### src/rtl/display_readback_monitor.sv
// display_readback_monitor
//   Receive-side check of the truco scoreboard display. Samples the six
//   active-low seven-segment buses and waits for each word to settle before
//   trusting it. It then decodes the word back to binary scores and reports
//   every committed change as a classified event on a valid/ready interface.
//
// Ports
//   clk, rst             system clock, synchronous active-high reset
//   seg_a_dez/und        team A tens/units segments (active-low, bit6..0 = g..a)
//   seg_b_dez/und        team B tens/units segments
//   seg_tento_a/b        tento digits, same encoding
//   score_a/b, tento_a/b committed decoded values
//   snapshot_valid       a word has been committed since reset
//   evt_valid/ready/code event stream
//                        (0 INIT, 1 PT_A, 2 PT_B, 3 CLEAR, 4 TENTO, 5 JUMP, 6 RANGE)
//   pattern_err          settled word holds an undecodable digit
//   range_err            last commit was out of range
//   evt_overrun          sticky, an event was dropped while one was pending
//
// Build option
//   BLANK_ZERO_EN: a blank tens digit (1111111) decodes as 0 (leading-zero
//   suppression). Blank is invalid on every other digit in every build.
module display_readback_monitor #(
  parameter int STABLE_CYCLES = 4,
  parameter int MAX_SCORE     = 12
) (
  input  logic       clk,
  input  logic       rst,
  input  logic [6:0] seg_a_dez,
  input  logic [6:0] seg_a_und,
  input  logic [6:0] seg_b_dez,
  input  logic [6:0] seg_b_und,
  input  logic [6:0] seg_tento_a,
  input  logic [6:0] seg_tento_b,
  output logic [6:0] score_a,
  output logic [6:0] score_b,
  output logic [1:0] tento_a,
  output logic [1:0] tento_b,
  output logic       snapshot_valid,
  output logic       evt_valid,
  input  logic       evt_ready,
  output logic [2:0] evt_code,
  output logic       pattern_err,
  output logic       range_err,
  output logic       evt_overrun
);

`ifdef BLANK_ZERO_EN
  localparam logic BLANK_DEZ = 1'b1;
`else
  localparam logic BLANK_DEZ = 1'b0;
`endif

  localparam logic [3:0] CNT_MAX = 4'(STABLE_CYCLES);

  // returns {valid, value}
  function automatic logic [4:0] seg_decode(input logic [6:0] s, input logic blank_ok);
    case (s)
      7'b1000000: return {1'b1, 4'd0};
      7'b1111001: return {1'b1, 4'd1};
      7'b0100100: return {1'b1, 4'd2};
      7'b0110000: return {1'b1, 4'd3};
      7'b0011001: return {1'b1, 4'd4};
      7'b0010010: return {1'b1, 4'd5};
      7'b0000010: return {1'b1, 4'd6};
      7'b1111000: return {1'b1, 4'd7};
      7'b0000000: return {1'b1, 4'd8};
      7'b0010000: return {1'b1, 4'd9};
      7'b1111111: return {blank_ok, 4'd0};
      default:    return 5'd0;
    endcase
  endfunction

  logic [41:0] word_in;
  logic [41:0] sample_q, cand_q, comm_q;
  logic [3:0]  cnt_q;
  logic        have_commit_q;

  logic [4:0]  d_ad, d_au, d_bd, d_bu, d_ta, d_tb;
  logic [6:0]  new_a, new_b;
  logic        all_valid, settled, commit, range_hit;
  logic [2:0]  code_nxt;

  assign word_in = {seg_a_dez, seg_a_und, seg_b_dez, seg_b_und, seg_tento_a, seg_tento_b};

  always_comb begin
    d_ad = seg_decode(cand_q[41:35], BLANK_DEZ);
    d_au = seg_decode(cand_q[34:28], 1'b0);
    d_bd = seg_decode(cand_q[27:21], BLANK_DEZ);
    d_bu = seg_decode(cand_q[20:14], 1'b0);
    d_ta = seg_decode(cand_q[13:7],  1'b0);
    d_tb = seg_decode(cand_q[6:0],   1'b0);
    all_valid = d_ad[4] & d_au[4] & d_bd[4] & d_bu[4] & d_ta[4] & d_tb[4];
    new_a = 7'(d_ad[3:0]) * 7'd10 + 7'(d_au[3:0]);
    new_b = 7'(d_bd[3:0]) * 7'd10 + 7'(d_bu[3:0]);
    // The first word after reset must commit even if it equals the (cleared)
    // committed register contents.
    settled   = (cnt_q == CNT_MAX) && ((cand_q != comm_q) || !have_commit_q);
    commit    = settled && all_valid;
    range_hit = (new_a > 7'(MAX_SCORE)) || (new_b > 7'(MAX_SCORE)) ||
                (d_ta[3:0] > 4'd3) || (d_tb[3:0] > 4'd3);

    code_nxt = 3'd5;
    if (range_hit)
      code_nxt = 3'd6;
    else if (!have_commit_q)
      code_nxt = 3'd0;
    else if (new_a == 7'd0 && new_b == 7'd0 && (score_a != 7'd0 || score_b != 7'd0))
      code_nxt = 3'd3;
    else if (new_a == score_a + 7'd1 && new_b == score_b)
      code_nxt = 3'd1;
    else if (new_b == score_b + 7'd1 && new_a == score_a)
      code_nxt = 3'd2;
    // Tento patterns map one-to-one onto values, so comparing the raw segment
    // bits is exact and also catches changes hidden by the 2-bit outputs.
    else if (new_a == score_a && new_b == score_b && cand_q[13:0] != comm_q[13:0])
      code_nxt = 3'd4;
  end

  always_ff @(posedge clk) begin
    if (rst) begin
      sample_q       <= '0;
      cand_q         <= '0;
      comm_q         <= '0;
      cnt_q          <= '0;
      have_commit_q  <= 1'b0;
      score_a        <= '0;
      score_b        <= '0;
      tento_a        <= '0;
      tento_b        <= '0;
      snapshot_valid <= 1'b0;
      evt_valid      <= 1'b0;
      evt_code       <= '0;
      pattern_err    <= 1'b0;
      range_err      <= 1'b0;
      evt_overrun    <= 1'b0;
    end else begin
      sample_q <= word_in;

      if (settled && !all_valid)
        pattern_err <= 1'b1;

      if (sample_q != cand_q) begin
        cand_q      <= sample_q;
        cnt_q       <= 4'd1;
        pattern_err <= 1'b0;
      end else if (cnt_q != CNT_MAX) begin
        cnt_q <= cnt_q + 4'd1;
      end

      if (commit) begin
        comm_q         <= cand_q;
        have_commit_q  <= 1'b1;
        score_a        <= new_a;
        score_b        <= new_b;
        tento_a        <= d_ta[1:0];
        tento_b        <= d_tb[1:0];
        snapshot_valid <= 1'b1;
        pattern_err    <= 1'b0;
        range_err      <= range_hit;
        if (!evt_valid || evt_ready) begin
          evt_valid <= 1'b1;
          evt_code  <= code_nxt;
        end else begin
          evt_overrun <= 1'b1;
        end
      end else if (evt_valid && evt_ready) begin
        evt_valid <= 1'b0;
      end
    end
  end

endmodule

### config.mk
export PLATFORM = sky130hd
export DESIGN_NAME = display_readback_monitor
export DESIGN_NICKNAME = d
export VERILOG_FILES = /design/src/rtl/display_readback_monitor.sv
export SDC_FILE = /design/constraint.sdc
export NUM_CORES = 1
export LEC_CHECK = 0
export CORE_MARGIN = 2
export CORE_UTILIZATION = 41
export DETAILED_ROUTE_END_ITERATION = 8
export SETUP_SLACK_MARGIN = 0.4
export SYNTH_ARGS = -nofsm -noshare
export SYNTH_HDL_FRONTEND = slang
export SYNTH_SLANG_ARGS = --single-unit
### constraint.sdc
create_clock -name clk -period 10.3 [get_ports clk]
set_input_delay 2.06 -clock clk [delete_from_list [all_inputs] [get_ports clk]]
set_output_delay 2.06 -clock clk [all_outputs]
set_load 0.1 [all_outputs]
==> impl_metrics.toml, run 1 <==
[floorplan]
rows = 51
die-area_mm2 = 0.02083
coreArea_mm2 = 0.01940
io_pins = 71
dieWidth_um = 144.3
initial_core_util_pct = 41.62
die-height_um = 144.3

[cts]
cts_tree = "done"
numCtsBuffers = 17
cts_resized = 0
clockRootBuffer = "clkbuf_16"
postCtsHoldBufs = 0
clk_latency_ps = 420
clkSlewWorstSetupHoldPaths_ps = 60
post-cts-setup-buffers = 0
h-tree-depth = 4
clock-sinks = 156
clock_path_buffers = 2

[routing]
num_vias = 6274
drtAntennaViolNets = 0
drc = 0
wl_mm = 18.93
vias_per_cell = 5.076
first_pass_iters = 5
drtIter0Drc = 307
routedWlPerCell_um = 15.31

[final_layout]
drive_gt1_share_pct = 5.046
nFillCells = 1895
final_nets = 1028
syn_to_final_growth_pct = 16.30
antenna_cells = 0
final_cell_count_no_fill = 1236
finish.utilization_pct = 48.40

[logic_synthesis]
synthSimpleGateAreaFrac_pct = 26.43
synthTopCellsByCount = "dfxtp_1, nand2_1, xnor2_1"
synth-adder-area-share_pct = 3.782
ys_seq_area_share_pct = 38.69
synth-seq-cells = 156
synth_top_family_by_area = "simple AND/OR/NAND/NOR gates"
muxShareOfSynthArea_pct = 0.2480
synth-edff-count = 0
synth_top_area_share_pct = 38.69
avgSynthCellArea_um2 = 8.552
synth_area_leaders = "dfxtp_1, xnor2_1, nor2b_1"
synth_compound_area_share_pct = 9.857
async_flop_share_pct = 0
ys_warn_count = 0
syn_nets = 1011
yosysMostFrequentCell = "dfxtp_1"
synth_cells = 944
syn_area_mm2 = 0.008073
synth_xor_area_share_pct = 15.81
ys.flop_type = "dfxtp_1"
synth_cell_types = 65
yosysTopAreaCell = "dfxtp_1"

[timing]
setup_tns_ps = 0
slew-limit-headroom_pct = 34.55
rsz0062_at_grt = "false"
max_freq_mhz = 209.1
hold_viol = 0
slew_violations = 0
period_share_pct = 46.43
period_needed_ps = 4782
setup_viol = 0
worst_pin_slew_ps = 978.7
clock_skew_ps = 11.31

[power]
pwr-share-comb_pct = 10.7
total_power_mw = 1.394
powerDensity_mw_per_mm2 = 148.4
p_leak_nw = 3.180
p_int_mw = 1.047
p_sw_mw = 0.3466
p_sw_share_pct = 24.88
vdd_drop_max_v = 0.00008875
clockPowerShare_pct = 42.9
power_frac_seq_pct = 46.4

[critical_path]
crit_type = "reg2reg"
critPathMaxFanout = 11
cp-end-kind = "register"
required_ps = 10570
worstPathArrival_ps = 5060
startpoint_type = "register"

[global_route]
grt_pass1_wl_mm = 30.98
grt_remaining_overflow = 0
grt_pass1_vias = 5753
antenna_found_initial = 0
grt_start_max_net_pins = 92
grt_usage_pct = 19.29

[run]
maxCapViolCount = 0

[placed_design]
placed_cells_incl_taps = 1207
hpwl_mm = 13.70
place_congestion = 0.8926
io_buffer_count = 70

[outcome]
status = "finished, final reports clean"

[worst_hold_path]
hold_path.class = "reg2reg"
[critical path, cell delays in order (launching register included)]
cell       delay (ps)
dfxtp_1           430
or4b_2            700
o21ai_0           100
nand3b_1           90
a21oi_1           350
ha_1              320
ha_1              190
inv_1              70
fa_1              460
nand2b_1          170
a21oi_1           140
xnor3_1           340
nand3b_1          200
or4_4             560
a2111oi_0         430
nor3_1             70
[state kept, by name, summed over array words and instances (netlist names), 2 cells and up]
| register | flops |
|---|---|
| cnt_q | 4 |
| score_a | 7 |
| tento_a | 2 |
| comm_q | 42 |
| evt_code | 3 |
| score_b | 7 |
| sample_q | 42 |
| cand_q | 42 |
| tento_b | 2 |
[cells in the final DEF, fill, tap and decap left out, drive strengths merged, types with 3 or more instances in the layout]
| cell | count |
|---|---|
| a2111oi | 4 |
| a21oi | 84 |
| a31oi | 3 |
| a41oi | 4 |
| and3 | 5 |
| buf | 4 |
| clkbuf | 21 |
| clkdlybuf4s50 | 69 |
| clkinvlp | 3 |
| dfxtp | 156 |
| fa | 4 |
| ha | 18 |
| inv | 31 |
| nand2 | 128 |
| nand2b | 10 |
| nand3 | 17 |
| nand3b | 8 |
| nand4 | 22 |
| nor2 | 28 |
| nor2b | 95 |
| nor3 | 21 |
| nor3b | 4 |
| nor4 | 19 |
| nor4b | 11 |
| o21a | 3 |
| o21ai | 9 |
| o32ai | 3 |
| or3 | 4 |
| or4 | 3 |
| or4b | 6 |
| xnor2 | 104 |
| xnor3 | 4 |
| xor2 | 27 |
[final timing paths]
kind	start	end	slack, ps	cells after the start
worst max-delay path	cand_q[24]	evt_code[1]	5520	15
worst min-delay path	tento_b[0]	tento_b[0]	450	2
worst max register to register	cand_q[24]	evt_code[1]	5520	15
worst min register to register	tento_b[0]	tento_b[0]	450	2
[cell type report]
| cell class | instances | area, um^2 | area share, % |
|---|---|---|---|
| Multi-Input combinational cell | 684 | 4547 | 48.43 |
| Sequential cell | 156 | 3123 | 33.26 |
| Timing Repair Buffer | 73 | 720.7 | 7.676 |
| Clock buffer | 21 | 470.5 | 5.011 |
| Tap cell | 265 | 331.6 | 3.531 |
| Inverter | 29 | 108.9 | 1.159 |
| Clock inverter | 8 | 87.58 | 0.9328 |
[power by group through the flow]
| stage | clock, mW | combinational (mW) | sequential (mW) |
|---|---|---|---|
| 2_1_floorplan | 0 | 0.123 | 0.638 |
| 3_3_place_gp | 0 | 0.151 | 0.659 |
| 3_5_place_dp | 0 | 0.150 | 0.660 |
| 4_1_cts | 0.610 | 0.151 | 0.646 |
| 5_1_grt | 0.634 | 0.165 | 0.650 |
| 6_report | 0.597 | 0.150 | 0.647 |
[cell families (layout without fill, tap and decap cells)]
logic type / Yosys count / count (layout)
xor gates and xnor gates: 136 / 136
adders and majority gates: 22 / 22
muxes: 2 / 2
AOI/OAI and AO/OA: 132 / 132
buffers and inverters: 104 / 131
and+or+nand+nor: 392 / 392
DFF: 156 / 156
[routing by layer]
layer / wire length [um] / global-route usage, % / vias to the layer above
met1: 9347 / 27.28 / 2906
met5: 0 / 0 / -
li1: - / - / 3206
met4: 473 / 7.665 / 0
met2: 8392 / 29.11 / 135
met3: 715 / 3.477 / 27
[metrics by stage]
stage               setup slack, ps  hold WS, ps  instance area [um^2]
finish                         5518        452.1                  9389
global route                   5107        478.8                  9389
CTS                            5549        453.8                  9389
detailed placement             5589        446.6                  8831
global placement               5668        444.3                  8831
floorplan                      5871        444.3                  8073
Power figures use the tool's default switching activity.
==> run 2, diff against run 1 <==
- clock period: 10.3 -> 4.2 ns (I/O delays scaled with it)
==> impl_metrics.toml, run 2 (synthesis results as in run 1) <==
[floorplan]
rows = 51
dieWidth_um = 144.3
die-area_mm2 = 0.02083
io_pins = 71
initial_core_util_pct = 41.62
die-height_um = 144.3
coreArea_mm2 = 0.01940

[critical_path]
required_ps = 4540
startpoint = "cand_q[27]"
crit_chain = "or4b_4 -> o21ai_2 -> nand3b_1 -> a21oi_2 -> ha_1 -> ha_2 -> inv_2 -> fa_1 -> nand2b_4 -> a21oi_2 -> xnor3_2 -> nand3b_1 -> or4_4 -> or3_1 -> o41ai_2"
cp-end-kind = "register"
critPathMaxFanout = 4
r2r_cells = 15
crit_family = "simple AND/OR/NAND/NOR gates"
reg2reg_slack_ps = 270
critPathMaxStageDelay_ps = 530
critPathBufInv = 1
slowest_stage = "or4b_4"
crit_end = "evt_code[0]"
r2r-end = "evt_code[0]"
startpoint_type = "register"
crit_type = "reg2reg"
worstPathArrival_ps = 4260
path_depth = 15
reg2reg_from = "cand_q[27]"

[cts]
clkSlewWorstSetupHoldPaths_ps = 70
cts_tree = "done"
clockRootBuffer = "clkbuf_16"
clock-sinks = 156
clk_latency_ps = 430
h-tree-depth = 4
clock_path_buffers = 2
numCtsBuffers = 17

[timing]
period_needed_ps = 3926
setup_viol = 0
slew_violations = 0
max_freq_mhz = 254.7
slew-limit-headroom_pct = 33.41
period_share_pct = 93.47
worst_pin_slew_ps = 995.8
hold_viol = 0
holdWs_ps = 451.1
rsz0062_at_grt = "true"
clock_skew_ps = 7.972

[final_layout]
largestRegisters = "cand_q (42), comm_q (42), sample_q (42)"
nFillCells = 1893
final_nets = 1081
final_common_cell = "dfxtp_1"
syn_to_final_growth_pct = 24.23
antenna_cells = 0
drive_gt1_share_pct = 14.51
final_area_mm2 = 0.01003
final_cell_mix = "dfxtp_1, nand2_1, xnor2_1"

[global_route]
antenna_found_initial = 0
grt_pass1_wl_mm = 31.83
grt_remaining_overflow = 0
grt_pass1_vias = 6122
grt_usage_pct = 19.85
grt_start_max_net_pins = 75

[power]
p_leak_nw = 3.533
powerDensity_mw_per_mm2 = 353.7
power_frac_seq_pct = 44.2
p_sw_share_pct = 26.85
clockPowerShare_pct = 42.9
p_int_mw = 2.595
p_sw_mw = 0.9525
pwr-share-comb_pct = 12.9
vdd_drop_max_v = 0.0002755

[placed_design]
place_congestion = 0.8411
io_buffer_count = 70
place_area_mm2 = 0.009204
hpwl_mm = 14.40

[routing]
routedWlPerCell_um = 15.29
drtIter0Drc = 376
num_vias = 6458
vias_per_cell = 4.998
drtAntennaViolNets = 0
first_pass_iters = 5
wl_mm = 19.75
drc = 0

[run]
maxCapViolCount = 0

[worst_hold_path]
holdCritStartpoint = "range_err"
hold_path.class = "reg2reg"

[outcome]
status = "finished, final reports clean"
run 2: cell types whose count changed in the layout (fill, tap and decap cells not counted), sizes merged:
cell and change:
buf +53, clkbuf -4, clkinv +3, clkinvlp -2, inv +6
run 2: repair_timing:
action,4_1_cts,5_1_grt
pin swaps,12,9
gates resized for setup,31,13
setup endpoints to repair,3,4
hold buffers,0,0
buffers inserted,7,2
run 2: how the worst min path moves through the flow:
stage / to / depth (start not counted)
floorplan: comm_q[35] / 2
global placement: range_err / 2
detailed placement: range_err / 2
CTS: range_err / 2
global route: range_err / 2
finish: range_err / 2
run 2: final cells by class:
cell class,count,area (um^2),share of cell area (%)
Tap cell,265,331.6,3.306
Inverter,29,108.9,1.085
Timing Repair Buffer,126,1135,11.32
Sequential cell,156,3138,31.29
Clock buffer,17,425.4,4.242
Multi-Input combinational cell,684,4737,47.24
Clock inverter,15,152.6,1.522
run 2: worst min-delay path, cell delays in order, from the launching register on:
cell     delay, ps
dfxtp_1        310
nand2_1         50
a21oi_1         50
run 2: power groups by stage:
stage	registers (mW)	logic, mW	clock network, mW
final	1.57	0.458	1.52
after global routing	1.57	0.497	1.61
after CTS	1.57	0.455	1.55
after detailed placement	1.60	0.430	0
after global placement	1.60	0.429	0
after floorplan	1.57	0.308	0
run 2: per-layer routing:
metal  vias to the layer above  track usage [%]  share of wire (%)
met4                         0            5.161                1.2
met3                        23            3.775                4.1
li1                       3316                -                  -
met2                       152            31.63                 45
met1                      2967            27.70                 49
met5                         -                0                  0
run 2: per-stage QoR:
step	setup TNS (ps)	power [mW]	util [%]	cells	setup slack (ps)
global placement	0	2.027	47.45	1251	88.61
global route	0	3.684	51.70	1292	64.93
detailed placement	-12.80	2.029	47.45	1251	-11.61
CTS	0	3.572	51.28	1290	246.1
finish	0	3.547	51.70	1292	274.2
floorplan	0	1.874	-	944	1.385
